### src/rtl/dram_bank_ctrl_if.sv
// L2 request/response and DRAM command bundle for dram_bank_ctrl.
// slave is the controller side; master is the L2 + DRAM model side.
interface dram_bank_ctrl_if #(
    parameter int DATA_WIDTH = 8,
    parameter int BANK_W     = 3,
    parameter int ROW_W      = 7,
    parameter int COL_W      = 3
);
    localparam int ADDR_W = BANK_W + ROW_W + COL_W;

    logic                  l2_req_valid;
    logic                  l2_req_ready;
    logic                  l2_req_rw;
    logic [ADDR_W-1:0]     l2_req_addr;
    logic [DATA_WIDTH-1:0] l2_req_data;
    logic                  l2_rsp_valid;
    logic [DATA_WIDTH-1:0] l2_rsp_data;
    logic                  cmd_req;
    logic                  cmd_ack;
    logic [1:0]            cmd;
    logic [BANK_W-1:0]     bank_id;
    logic [ROW_W-1:0]      row_id;
    logic [COL_W-1:0]      col_id;
    logic [DATA_WIDTH-1:0] dram_wdata;
    logic [DATA_WIDTH-1:0] dram_rdata;

    modport slave (
        input  l2_req_valid, l2_req_rw, l2_req_addr,
        input  l2_req_data, cmd_ack, dram_rdata,
        output l2_req_ready, l2_rsp_valid, l2_rsp_data,
        output cmd_req, cmd, bank_id, row_id, col_id,
        output dram_wdata
    );

    modport master (
        output l2_req_valid, l2_req_rw, l2_req_addr,
        output l2_req_data, cmd_ack, dram_rdata,
        input  l2_req_ready, l2_rsp_valid, l2_rsp_data,
        input  cmd_req, cmd, bank_id, row_id, col_id,
        input  dram_wdata
    );
endinterface

### src/rtl/dram_bank_ctrl.sv
// DRAM bank controller: request FIFO, open-row table, ACT/PRE/RD/WR sequencer.
// Define DRAM_CTRL_OPEN_PAGE_EN for open-page; default is closed-page.
module dram_bank_ctrl #(
    parameter int DATA_WIDTH   = 8,
    parameter int NUM_OF_BANKS = 8,
    parameter int NUM_OF_ROWS  = 128,
    parameter int NUM_OF_COLS  = 8,
    parameter int REQ_DEPTH    = 4,
    parameter int T_RCD        = 2,
    parameter int T_RP         = 2
) (
    input logic             clk,
    input logic             rst,
    dram_bank_ctrl_if.slave bus
);
    localparam int BANK_W = $clog2(NUM_OF_BANKS);
    localparam int ROW_W  = $clog2(NUM_OF_ROWS);
    localparam int COL_W  = $clog2(NUM_OF_COLS);
    localparam int ADDR_W = BANK_W + ROW_W + COL_W;
    localparam int PTR_W  = $clog2(REQ_DEPTH);
    localparam int T_MAX  = (T_RCD > T_RP) ? T_RCD : T_RP;
    localparam int CNT_W  = $clog2(T_MAX + 2);

    typedef enum logic [1:0] {
        S_IDLE, S_REQ, S_REL, S_GAP
    } state_e;

    typedef enum logic [1:0] {
        CMD_ACT, CMD_PRE, CMD_RD, CMD_WR
    } cmd_e;

    logic                  r_fifo_rw   [REQ_DEPTH];
    logic [ADDR_W-1:0]     r_fifo_addr [REQ_DEPTH];
    logic [DATA_WIDTH-1:0] r_fifo_data [REQ_DEPTH];
    logic [PTR_W-1:0]      r_wptr;
    logic [PTR_W-1:0]      r_rptr;
    logic [PTR_W:0]        r_count;

    logic [NUM_OF_BANKS-1:0] r_open_valid;
    logic [ROW_W-1:0]        r_open_row [NUM_OF_BANKS];

    state_e                r_state;
    cmd_e                  r_cmd;
    logic [CNT_W-1:0]      r_cnt;
    logic                  r_auto;
    logic                  r_cur_rw;
    logic [BANK_W-1:0]     r_cur_bank;
    logic [ROW_W-1:0]      r_cur_row;
    logic [COL_W-1:0]      r_cur_col;
    logic [DATA_WIDTH-1:0] r_cur_data;
    logic                  r_rsp_valid;
    logic [DATA_WIDTH-1:0] r_rsp_data;

    logic             w_full;
    logic             w_empty;
    logic             w_push;
    logic             w_pop;
    logic [ADDR_W-1:0] w_head_addr;
    logic [BANK_W-1:0] w_head_bank;
    logic [ROW_W-1:0]  w_head_row;
    cmd_e             w_access;
    logic [CNT_W-1:0] w_gap;
    logic             w_ack_hs;
    state_e           w_state_nxt;
    cmd_e             w_cmd_nxt;
    logic [CNT_W-1:0] w_cnt_nxt;
    logic             w_auto_nxt;

    assign w_full  = (r_count == (PTR_W+1)'(REQ_DEPTH));
    assign w_empty = (r_count == '0);
    assign w_push  = bus.l2_req_valid && bus.l2_req_ready;

    assign w_head_addr = r_fifo_addr[r_rptr];
    assign w_head_bank = w_head_addr[ADDR_W-1 -: BANK_W];
    assign w_head_row  = w_head_addr[COL_W +: ROW_W];

    assign w_access = r_cur_rw ? CMD_WR : CMD_RD;
    assign w_ack_hs = (r_state == S_REQ) && bus.cmd_ack;
    assign w_gap    = (r_cmd == CMD_ACT) ? CNT_W'(T_RCD)
                                         : CNT_W'(T_RP);

    assign bus.l2_req_ready = !w_full && !rst;
    assign bus.l2_rsp_valid = r_rsp_valid;
    assign bus.l2_rsp_data  = r_rsp_data;
    assign bus.cmd_req      = (r_state == S_REQ);
    assign bus.cmd          = r_cmd;
    assign bus.bank_id      = r_cur_bank;
    assign bus.row_id       = r_cur_row;
    assign bus.col_id       = r_cur_col;
    assign bus.dram_wdata   = r_cur_data;

    always_comb begin
        w_state_nxt = r_state;
        w_cmd_nxt   = r_cmd;
        w_cnt_nxt   = r_cnt;
        w_auto_nxt  = r_auto;
        w_pop       = 1'b0;
        unique case (r_state)
            S_IDLE: begin
                if (!w_empty) begin
                    w_pop       = 1'b1;
                    w_auto_nxt  = 1'b0;
                    w_state_nxt = S_REQ;
                    if (!r_open_valid[w_head_bank])
                        w_cmd_nxt = CMD_ACT;
                    else if (r_open_row[w_head_bank] == w_head_row)
                        w_cmd_nxt = r_fifo_rw[r_rptr] ? CMD_WR : CMD_RD;
                    else
                        w_cmd_nxt = CMD_PRE;
                end
            end
            S_REQ: begin
                if (bus.cmd_ack)
                    w_state_nxt = S_REL;
            end
            S_REL: begin
                if (!bus.cmd_ack) begin
                    unique case (r_cmd)
                        CMD_ACT, CMD_PRE: begin
                            if (r_cmd == CMD_ACT)
                                w_cmd_nxt = w_access;
                            else if (!r_auto)
                                w_cmd_nxt = CMD_ACT;
                            if (w_gap != '0) begin
                                w_state_nxt = S_GAP;
                                w_cnt_nxt   = w_gap - 1'b1;
                            end else begin
                                w_state_nxt = r_auto ? S_IDLE : S_REQ;
                            end
                        end
                        default: begin
`ifdef DRAM_CTRL_OPEN_PAGE_EN
                            w_state_nxt = S_IDLE;
`else
                            // close the row right after the access
                            w_cmd_nxt   = CMD_PRE;
                            w_auto_nxt  = 1'b1;
                            w_state_nxt = S_REQ;
`endif
                        end
                    endcase
                end
            end
            S_GAP: begin
                if (r_cnt == '0)
                    w_state_nxt = r_auto ? S_IDLE : S_REQ;
                else
                    w_cnt_nxt = r_cnt - 1'b1;
            end
            default: w_state_nxt = S_IDLE;
        endcase
    end

    always_ff @(posedge clk) begin
        if (rst) begin
            r_state <= S_IDLE;
            r_cmd   <= CMD_ACT;
            r_cnt   <= '0;
            r_auto  <= 1'b0;
        end else begin
            r_state <= w_state_nxt;
            r_cmd   <= w_cmd_nxt;
            r_cnt   <= w_cnt_nxt;
            r_auto  <= w_auto_nxt;
        end
    end

    always_ff @(posedge clk) begin
        if (rst) begin
            r_wptr  <= '0;
            r_rptr  <= '0;
            r_count <= '0;
        end else begin
            if (w_push) r_wptr <= r_wptr + 1'b1;
            if (w_pop)  r_rptr <= r_rptr + 1'b1;
            if (w_push && !w_pop)
                r_count <= r_count + 1'b1;
            else if (!w_push && w_pop)
                r_count <= r_count - 1'b1;
        end
    end

    always_ff @(posedge clk) begin
        if (w_push) begin
            r_fifo_rw[r_wptr]   <= bus.l2_req_rw;
            r_fifo_addr[r_wptr] <= bus.l2_req_addr;
            r_fifo_data[r_wptr] <= bus.l2_req_data;
        end
        if (w_ack_hs && r_cmd == CMD_ACT)
            r_open_row[r_cur_bank] <= r_cur_row;
    end

    always_ff @(posedge clk) begin
        if (rst) begin
            r_cur_rw     <= 1'b0;
            r_cur_bank   <= '0;
            r_cur_row    <= '0;
            r_cur_col    <= '0;
            r_cur_data   <= '0;
            r_open_valid <= '0;
            r_rsp_valid  <= 1'b0;
            r_rsp_data   <= '0;
        end else begin
            if (w_pop) begin
                r_cur_rw   <= r_fifo_rw[r_rptr];
                r_cur_bank <= w_head_bank;
                r_cur_row  <= w_head_row;
                r_cur_col  <= w_head_addr[COL_W-1:0];
                r_cur_data <= r_fifo_data[r_rptr];
            end
            if (w_ack_hs && r_cmd == CMD_ACT)
                r_open_valid[r_cur_bank] <= 1'b1;
            if (w_ack_hs && r_cmd == CMD_PRE)
                r_open_valid[r_cur_bank] <= 1'b0;
            // REQ lasts until the first ack, so this fires once per RD
            r_rsp_valid <= w_ack_hs && (r_cmd == CMD_RD);
            if (w_ack_hs && r_cmd == CMD_RD)
                r_rsp_data <= bus.dram_rdata;
        end
    end
endmodule

### src/flat_wrapper.sv
// flat-port wrapper written by rule: the top's interface ports become plain ports
module dram_bank_ctrl_flat 
#(
    parameter int DATA_WIDTH   = 8,
    parameter int NUM_OF_BANKS = 8,
    parameter int NUM_OF_ROWS  = 128,
    parameter int NUM_OF_COLS  = 8,
    parameter int REQ_DEPTH    = 4,
    parameter int T_RCD        = 2,
    parameter int T_RP         = 2
)
  (clk, rst, bus_l2_req_valid, bus_l2_req_rw, bus_l2_req_addr, bus_l2_req_data, bus_cmd_ack, bus_dram_rdata, bus_l2_req_ready, bus_l2_rsp_valid, bus_l2_rsp_data, bus_cmd_req, bus_cmd, bus_bank_id, bus_row_id, bus_col_id, bus_dram_wdata);
  dram_bank_ctrl_if #(.DATA_WIDTH(DATA_WIDTH), .BANK_W(3), .ROW_W(7), .COL_W(3)) bus_i ();
  input logic clk;
  input logic rst;
  input wire logic [$bits(bus_i.l2_req_valid)-1:0] bus_l2_req_valid;
  input wire logic [$bits(bus_i.l2_req_rw)-1:0] bus_l2_req_rw;
  input wire logic [$bits(bus_i.l2_req_addr)-1:0] bus_l2_req_addr;
  input wire logic [$bits(bus_i.l2_req_data)-1:0] bus_l2_req_data;
  input wire logic [$bits(bus_i.cmd_ack)-1:0] bus_cmd_ack;
  input wire logic [$bits(bus_i.dram_rdata)-1:0] bus_dram_rdata;
  output wire logic [$bits(bus_i.l2_req_ready)-1:0] bus_l2_req_ready;
  output wire logic [$bits(bus_i.l2_rsp_valid)-1:0] bus_l2_rsp_valid;
  output wire logic [$bits(bus_i.l2_rsp_data)-1:0] bus_l2_rsp_data;
  output wire logic [$bits(bus_i.cmd_req)-1:0] bus_cmd_req;
  output wire logic [$bits(bus_i.cmd)-1:0] bus_cmd;
  output wire logic [$bits(bus_i.bank_id)-1:0] bus_bank_id;
  output wire logic [$bits(bus_i.row_id)-1:0] bus_row_id;
  output wire logic [$bits(bus_i.col_id)-1:0] bus_col_id;
  output wire logic [$bits(bus_i.dram_wdata)-1:0] bus_dram_wdata;
  assign bus_i.l2_req_valid = bus_l2_req_valid;
  assign bus_i.l2_req_rw = bus_l2_req_rw;
  assign bus_i.l2_req_addr = bus_l2_req_addr;
  assign bus_i.l2_req_data = bus_l2_req_data;
  assign bus_i.cmd_ack = bus_cmd_ack;
  assign bus_i.dram_rdata = bus_dram_rdata;
  assign bus_l2_req_ready = bus_i.l2_req_ready;
  assign bus_l2_rsp_valid = bus_i.l2_rsp_valid;
  assign bus_l2_rsp_data = bus_i.l2_rsp_data;
  assign bus_cmd_req = bus_i.cmd_req;
  assign bus_cmd = bus_i.cmd;
  assign bus_bank_id = bus_i.bank_id;
  assign bus_row_id = bus_i.row_id;
  assign bus_col_id = bus_i.col_id;
  assign bus_dram_wdata = bus_i.dram_wdata;
  dram_bank_ctrl #(.DATA_WIDTH(DATA_WIDTH), .NUM_OF_BANKS(NUM_OF_BANKS), .NUM_OF_ROWS(NUM_OF_ROWS), .NUM_OF_COLS(NUM_OF_COLS), .REQ_DEPTH(REQ_DEPTH), .T_RCD(T_RCD), .T_RP(T_RP)) u_core (.clk(clk), .rst(rst), .bus(bus_i));
endmodule
### config.mk
export PLATFORM = sky130hd
export DESIGN_NAME = dram_bank_ctrl_flat
export DESIGN_NICKNAME = d
export VERILOG_FILES = /design/src/rtl/dram_bank_ctrl_if.sv /design/src/rtl/dram_bank_ctrl.sv /design/src/flat_wrapper.sv
export SDC_FILE = /design/constraint.sdc
export NUM_CORES = 1
export LEC_CHECK = 0
export CAP_MARGIN = 20
export CORE_MARGIN = 10
export CORE_UTILIZATION = 57
export CTS_CLUSTER_DIAMETER = 60
export CTS_CLUSTER_SIZE = 12
export DETAILED_ROUTE_END_ITERATION = 8
export GPL_ROUTABILITY_DRIVEN = 0
export PLACE_DENSITY = 0.79
export SETUP_SLACK_MARGIN = 0.5
export SYNTH_ARGS = -nofsm -noshare
export SYNTH_HDL_FRONTEND = slang
export SYNTH_SLANG_ARGS = --single-unit
export TNS_END_PERCENT = 5
### constraint.sdc
create_clock -name clk -period 2.9 [get_ports clk]
set_input_delay 0.29 -clock clk [delete_from_list [all_inputs] [get_ports clk]]
set_output_delay 0.29 -clock clk [all_outputs]
set_load 0.01 [all_outputs]
# Word level (Yosys, flattened, before mapping)

Memories as Yosys holds them, arrays and structs flattened. A register that Yosys moved wholly into a read port is not among the register bits.
Index checks and enable logic that the tools add are counted.

Add/subtract/negate cells: 5
$lt $le $gt $ge: 3
Equality and inequality tests: 15
Mux-type cells: 44
Bitwise gates (word level): 3
Reduce and logical (&&, ||, !) cells: 25

Operators with widths:

| cell                                                       | count |
|---|---|
| 2-to-1 mux 2 bit                                           | 19 |
| 2-to-1 mux 8 bit                                           | 3 |
| AND reduction 4 bit                                        | 4 |
| 2-to-1 mux 1 bit                                           | 14 |
| != test 2 bit, second input constant                       | 5 |
| logical AND 1 bit                                          | 9 |
| bitwise AND 8 bit                                          | 1 |
| less-than comparator 3 x 4 -> 1 bit, second input constant | 2 |
| inverter 8 bit                                             | 1 |
| OR 8 bit                                                   | 1 |
| one-hot mux 2 bit (2 select lines)                         | 2 |
| one-hot mux 2 bit (4 select lines)                         | 1 |
| equality test 7 bit                                        | 1 |
| equality test 2 bit, second input constant                 | 3 |
| zero test 2 bit                                            | 3 |
| 2-to-1 mux 3 bit                                           | 2 |
| nonzero test 2 bit                                         | 3 |
| adder 2 x 1 -> 2 bit, second input constant                | 2 |
| equality test 2 x 1 -> 1 bit, second input constant        | 2 |
| zero test 1 bit                                            | 4 |
| != test 2 x 1 -> 1 bit, second input constant              | 2 |
| != test 4 bit, second input constant                       | 1 |
| adder 3 x 1 -> 3 bit, second input constant                | 1 |
| binary-select mux 1 bit (select 3 bit)                     | 1 |
| other kinds (8)                                            | 8 |

Register bits after elaboration: 45
Bits in writable memories: 144
Bits of input ports: 34
Memories kept: 4

Memories:

| memory             | depth | bits a word | read ports | clocked after memory_dff | write ports | line                 | text |
|---|---|---|---|---|---|---|---|
| u_core.r_open_row  | 8     | 7           | 1          | 0                        | 1           | dram_bank_ctrl.sv:40 | `logic [ROW_W-1:0] r_open_row [NUM_OF_BANKS];` |
| u_core.r_fifo_addr | 4     | 13          | 1          | 1                        | 1           | dram_bank_ctrl.sv:33 | `logic [ADDR_W-1:0] r_fifo_addr [REQ_DEPTH];` |
| u_core.r_fifo_data | 4     | 8           | 1          | 1                        | 1           | dram_bank_ctrl.sv:34 | `logic [DATA_WIDTH-1:0] r_fifo_data [REQ_DEPTH];` |
| u_core.r_fifo_rw   | 4     | 1           | 1          | 1                        | 1           | dram_bank_ctrl.sv:32 | `logic r_fifo_rw [REQ_DEPTH];` |

# Depth between registers and ports, before layout

Gate-level depths: netlist (run 1).

Depth in word-level cells: 9
Depth in mapped cells: 10
Gate-level depth less buffers: 9

# Least setup slack after synthesis (run 1)

OpenSTA, ideal clock, no wires.

Kind: reg-to-reg
Start point: register u_core.r_state[0]
End point: register u_core.r_count[2]
Setup time: 0.071 ns
Arrival: 2.453 ns
Path slack: 0.376 ns
Cell stages (with the launch flop): 11
Period minus slack after synthesis: 2.524 ns
Cells stage by stage: dfxtp_1 clkbuf_1 nor3_1 inv_2 clkbuf_1 ha_1 inv_1 fa_1 xor2_1 or3_1 a21oi_1

Longest elaborated chain between the ends: 5
Elaborated cells on any way between the ends: 7

Ends and longest elaborated chain:

| item                                                   | line                  | text |
|---|---|---|
| start: declaration                                     | dram_bank_ctrl.sv:42  | `state_e r_state;` |
| start signal: assignment                               | dram_bank_ctrl.sv:161 | `r_state <= w_state_nxt;` |
| zero test 2 bit (*)                                    | dram_bank_ctrl.sv:98  | `unique case (r_state)` |
| 2-to-1 mux 1 bit (*)                                   | dram_bank_ctrl.sv:98  |  |
| zero test 1 bit                                        | dram_bank_ctrl.sv:176 | `if (w_push && !w_pop)` |
| logical AND 1 bit                                      | dram_bank_ctrl.sv:176 |  |
| 2-to-1 mux 3 bit or nonzero test 2 bit (tied branches) | -                     |  |
| end signal: assignment                                 | dram_bank_ctrl.sv:177 | `r_count <= r_count + 1'b1;` |
| end signal: assignment                                 | dram_bank_ctrl.sv:179 | `r_count <= r_count - 1'b1;` |
| end: declaration                                       | dram_bank_ctrl.sv:37  | `logic [PTR_W:0] r_count;` |

Every way passes the cells marked *; elsewhere a longest branch is shown, timed or not.
A chain may end at the register's enable or synchronous reset.

==> results of run 1 <==
## state kept, by name, indices dropped and copies added, names as in the netlist, 3 cells and up, named ones only
| register | flops |
|---|---|
| u_core.r_count | 3 |
| u_core.r_fifo_rw | 4 |
| u_core.r_fifo_addr | 52 |
| u_core.bus.row_id | 7 |
| u_core.r_fifo_data | 32 |
| u_core.bus.l2_rsp_data | 8 |
| u_core.r_open_row | 56 |
| u_core.bus.dram_wdata | 8 |
| u_core.bus.bank_id | 3 |
| u_core.bus.col_id | 3 |
| u_core.r_open_valid | 8 |
## final timing paths
path,end,slack [ns]
min,u_core.r_wptr[1]$_SDFFE_PP0P_,0.42
max,u_core.bus.cmd[0]$_SDFFE_PP0P_,0.43
min reg2reg,u_core.r_cur_rw$_SDFFE_PP0P_,0.46
max reg2reg,u_core.bus.cmd[0]$_SDFFE_PP0P_,0.43
## layout make-up
type / count / area, µm² / area share [%]
Clock buffer: 21 / 460 / 4.97
Clock inverter: 11 / 72.6 / 0.783
Inverter: 10 / 37.5 / 0.405
Multi-Input combinational cell: 287 / 2230 / 24.1
Sequential cell: 199 / 5430 / 58.6
Tap cell: 176 / 220 / 2.38
Timing Repair Buffer: 85 / 813 / 8.78
## worst reg2reg max path, stage by stage (launching register included)
cell,delay [ns]
edfxtp_1,0.45
mux4_2,0.62
mux2i_1,0.21
mux2i_1,0.09
mux2i_1,0.18
xor2_1,0.29
nand4_2,0.20
o31a_1,0.31
## placed cells by master, fill, tap and decap left out, types with 3 or more instances in the layout
master,Yosys,routed
inv_1,9,9
o21ai_0,6,6
nor2_1,31,31
clkdlybuf4s50_1,0,66
a21oi_1,40,39
mux2i_1,41,40
ha_1,6,6
clkinv_2,0,4
nand2_1,57,57
nor2b_1,10,10
mux4_2,24,25
clkbuf_16,0,17
and3_1,11,11
xor2_1,4,4
buf_4,0,17
a22oi_1,12,10
edfxtp_1,144,144
inv_6,0,3
nand2b_1,3,3
dfxtp_1,55,53
nor3_1,7,6
## metal layers
metal	track usage, %	up-vias
met2	30.0	157
met5	0	-
li1	-	2110
met3	4.51	27
met1	23.3	2309
met4	7.55	0
## kinds of logic (layout without fill, tap and decap cells)
group                    count (synthesis)  after routing  synth area share, %
AO/OA/AOI/OAI                           73             73                 5.71
XOR/XNOR                                 6              6                0.675
adder cells (fa/ha/maj)                  7              7                 1.22
buffers and inverters                   38            127                 2.35
flip-flops                             199            199                 69.7
multiplexers                            65             66                 12.2
AND/OR/NAND/NOR                        135            135                 8.15
## per-stage QoR
stage | cells | power (mW) | setup WS [ns] | cell area [µm²]
final | 789 | 8.17 | 0.433 | 9270
after CTS | 788 | 8.17 | 0.448 | 9240
after floorplan | 523 | 5.23 | 0.539 | 7790
after global placement | 754 | 5.91 | 0.398 | 8660
after global routing | 789 | 8.55 | 0.356 | 9270
after detailed placement | 754 | 6.00 | 0.279 | 8660
## power by group
part           internal (mW)  switching, mW  leakage [nW]
sequential              3.44          0.365          1.76
combinational           1.07           1.15          1.18
clock                   1.14          0.994         0.265
## timing repair
action	4_1_cts	5_1_grt
buffers inserted	1	1
hold buffers	0	0
gates resized for setup	7	6
pin swaps	2	2
cloned	1	0
endpoints found under the setup margin	3	24
==> results.json, run 1 <==
{
  "status": "finished clean",
  "hp-start": "rst",
  "initial_utilization_pct": 58.6,
  "die_y_um": 137,
  "synth_top_area_cell": "edfxtp_1",
  "clk_latency_ns": 0.43,
  "yosysMostFrequentCell": "edfxtp_1",
  "clock-sinks": 199,
  "ys_warn_count": 0,
  "n_antenna_cell": 0,
  "ys_top_cells_by_area": "edfxtp_1 56%, dfxtp_1 14%, mux4_2 6.9%, mux2i_1 5.3%, nand2_1 2.7%",
  "place_hpwl_um": 10400,
  "vias": 4603,
  "hold_depth": 5,
  "utilization_pct": 69.7,
  "wirelength_um": 16500,
  "ys_ff_latch": 199,
  "tightest_slew_ns": 0.635,
  "grt_pass1_vias": 4726,
  "met2_length_um": 8370,
  "io_pins": 68,
  "synth_edf_count": 144,
  "cp_common_cell": "mux2i_1",
  "fin_hold_ws_ns": 0.415,
  "synth_ff_type": "edfxtp_1",
  "die_w_um": 137,
  "setup_tns_ns": 0,
  "startpoint_type": "flip-flop",
  "ys_types": 45,
  "cts_made_buffers": 17,
  "track_usage_pct": 18.4,
  "fillers": 850,
  "slowest_stage": "mux4_2",
  "syn_area_per_cell_um2": 14.9,
  "end_kind": "flip-flop",
  "syn_area_mm2": 0.00778,
  "grt_pass1_wl_um": 26100,
  "cts.clk_slew.worst_paths_ns": 0.07,
  "first_pass_iters": 5,
  "crit_path_max_fanout": 6,
  "antenna_found_initial": 0,
  "max_freq_mhz": 405,
  "grt_overflow_total": 0,
  "synthCells": 523,
  "required_ns": 3.22,
  "worstPathCellList": "mux4_2, mux2i_1, mux2i_1, mux2i_1, xor2_1, nand4_2, o31a_1",
  "crit_arrival_ns": 2.79,
  "rows": 42,
  "syn_nets": 564,
  "ir_worst_vdd_uv": 507,
  "fin_crit_sh_pct": 85.1,
  "cp_top_family": "multiplexers",
  "final.setup_skew_ns": 0.00887,
  "crit_cells": 7,
  "htree_levels": 4,
  "synthArstFlopShare_pct": 0,
  "fin_nets": 641,
  "setup_viol": 0,
  "hp-class": "input port to flip-flop",
  "powerDensity_mw_per_mm2": 881,
  "cts_tree": "built",
  "post_drt_wl_per_cell_um": 20.9,
  "topRoutingLayerUsed": "met4",
  "core_region_area_mm2": 0.0133,
  "finalMaxSlewViolations": 0,
  "timing.rr.start": "u_core.r_fifo_addr[2][10]$_DFFE_PP_",
  "critical_path_class": "flip-flop to flip-flop",
  "via_per_inst": 5.83,
  "drive_above_1_share_pct": 14.8,
  "area_growth_pct": 19.0,
  "finalHoldViolations": 0,
  "drv_cap": 0,
  "path_buf_inv": 0,
  "yosysSeqAreaShare_pct": 69.7,
  "relSlewSlack_pct": 57.6,
  "drc": 0,
  "cts_root_buf": "clkbuf_16",
  "die_area_mm2": 0.0187,
  "drt_iter0_markers": 435,
  "startpoint": "u_core.r_fifo_addr[2][10]$_DFFE_PP_",
  "ant_nets": 0,
  "synth_commonest_cells": "144 x edfxtp_1, 57 x nand2_1, 55 x dfxtp_1",
  "critPathMaxStageDelay_ns": 0.62,
  "yosys.area.top_type_share_pct": 55.5,
  "grt_start_max_net_pins": 55,
  "grt_setup_unrepaired": "true",
  "power_leakage_nw": 3.21,
  "wl_met3_um": 999,
  "clock_path_buffers": 2,
  "rr_worst_depth": 7,
  "io_buffers": 67,
  "period_minus_slack_ns": 2.47,
  "wl_met1_um": 6790
}
No activity file was read; power rests on OpenSTA's default activity.
==> run 2: changes to the inputs <==
- CORE_UTILIZATION: 57 -> 50
- PLACE_DENSITY: 0.79 -> 0.71
==> results.json, run 2 (same netlist as run 1, synthesis figures left out) <==
{
  "area_growth_pct": 19.5,
  "reg_top3": "u_core.r_open_row (56), u_core.r_fifo_addr (52), u_core.r_fifo_data (32)",
  "crit_path_max_fanout": 29,
  "fin_crit_sh_pct": 85.3,
  "largest_reg_flops": 56,
  "final.setup_skew_ns": 0.00620,
  "die_area_mm2": 0.0210,
  "final_cell_mix": "144 x edfxtp_1, 66 x clkdlybuf4s50_1, 57 x nand2_1",
  "crit_arrival_ns": 2.81,
  "period_minus_slack_ns": 2.47,
  "cts.clk_slew.worst_paths_ns": 0.06,
  "placed_area_mm2": 0.00872,
  "first_pass_iters": 4,
  "grt_start_max_net_pins": 55,
  "hp-class": "input port to flip-flop",
  "track_usage_pct": 16.2,
  "rr_worst_depth": 8,
  "cp-endpoint": "u_core.bus.cmd[1]$_SDFFE_PP0P_",
  "finalHoldViolations": 0,
  "cts_tree": "built",
  "end_kind": "flip-flop",
  "core_region_area_mm2": 0.0153,
  "grt_overflow_total": 0,
  "fin_hold_ws_ns": 0.431,
  "antenna_found_initial": 0,
  "via_per_inst": 5.39,
  "clock_path_buffers": 2,
  "max_freq_mhz": 404,
  "clk_latency_ns": 0.43,
  "critical_path_class": "flip-flop to flip-flop",
  "powerDensity_mw_per_mm2": 875,
  "post_drt_wl_per_cell_um": 19.3,
  "grt_pass1_wl_um": 25600,
  "vias": 4453,
  "total_power_mw": 8.14,
  "final.setup.worst_slack_ns": 0.426,
  "wirelength_um": 15900,
  "die_w_um": 145,
  "startpoint_type": "flip-flop",
  "stdcell_count": 826,
  "place_hpwl_um": 10400,
  "dp_worst_setup_slack_ns": 0.261,
  "reg2reg_slack_ns": 0.43,
  "drt_iter0_markers": 399,
  "power_leakage_nw": 3.21,
  "grt_setup_unrepaired": "true",
  "htree_levels": 4,
  "dp_cells": 789,
  "io_pins": 68,
  "finalMaxSlewViolations": 0,
  "drc": 0,
  "n_antenna_cell": 0,
  "ir_worst_vdd_uv": 467,
  "ant_nets": 0,
  "grt_pass1_vias": 4655,
  "utilization_pct": 61.0,
  "timing.rr.end": "u_core.bus.cmd[1]$_SDFFE_PP0P_",
  "die_y_um": 145,
  "drive_above_1_share_pct": 14.3,
  "initial_utilization_pct": 51.0,
  "cts_root_buf": "clkbuf_16",
  "fin_nets": 643,
  "status": "finished clean",
  "largest-register": "u_core.r_open_row",
  "cts_made_buffers": 17,
  "io_buffers": 67,
  "tightest_slew_ns": 0.655,
  "mostFrequentLayoutCell": "edfxtp_1",
  "drv_cap": 0,
  "setup_tns_ns": 0,
  "relSlewSlack_pct": 56.3,
  "setup_viol": 0,
  "fin_area_mm2": 0.00930,
  "rows": 45,
  "clock-sinks": 199,
  "required_ns": 3.23
}
## run 2: worst min-delay path by stage
stage | from | end | slack, ns | depth (start not counted)
detailed placement | u_core.r_cur_rw$_SDFFE_PP0P_ | u_core.r_cur_rw$_SDFFE_PP0P_ | 0.45 | 2
CTS | rst | u_core.r_wptr[1]$_SDFFE_PP0P_ | 0.40 | 5
finish | rst | u_core.r_wptr[1]$_SDFFE_PP0P_ | 0.43 | 5
floorplan | bus_l2_req_addr[0] | u_core.r_fifo_addr[0][0]$_DFFE_PP_ | 0.39 | 0
global placement | u_core.r_cur_rw$_SDFFE_PP0P_ | u_core.r_cur_rw$_SDFFE_PP0P_ | 0.44 | 2
global route | rst | u_core.r_wptr[1]$_SDFFE_PP0P_ | 0.47 | 5
## run 2: final cells by class
type / count / area, µm²
multi-input cells: 286 / 2220
flip-flops and latches: 199 / 5430
clock buffers: 22 / 464
inverters: 10 / 37.5
clock inverters: 10 / 56.3
repair buffers: 88 / 836
fillers: 1188 / 5950
well taps: 211 / 264
## run 2: repair_timing
item	CTS	global route
setup buffers	3	2
hold buffers	0	0
setup endpoints to repair	3	45
pin swaps	1	4
gates resized for setup	3	4
## run 2: metal layers
metal | up-vias | track usage, % | part of all wire (%)
li1 | 2115 | - | -
met1 | 2209 | 19.5 | 42
met2 | 102 | 27.3 | 50
met3 | 27 | 4.27 | 5.6
met4 | 0 | 6.01 | 2.0
met5 | - | 0 | 0
## run 2: report_power, final
group	switching [mW]	internal (mW)
registers	0.353	3.44
clock network	0.957	1.13
logic	1.18	1.08
total	2.49	5.65
## run 2: critical path, stage by stage, from the launching register on
cell and delay [ns]:
dfxtp_4 0.40, mux4_2 0.53, buf_12 0.20, mux2i_1 0.16, a22oi_1 0.22, and3_1 0.22, o22a_2 0.16, nand4_2 0.15
a2111oi_4 0.31
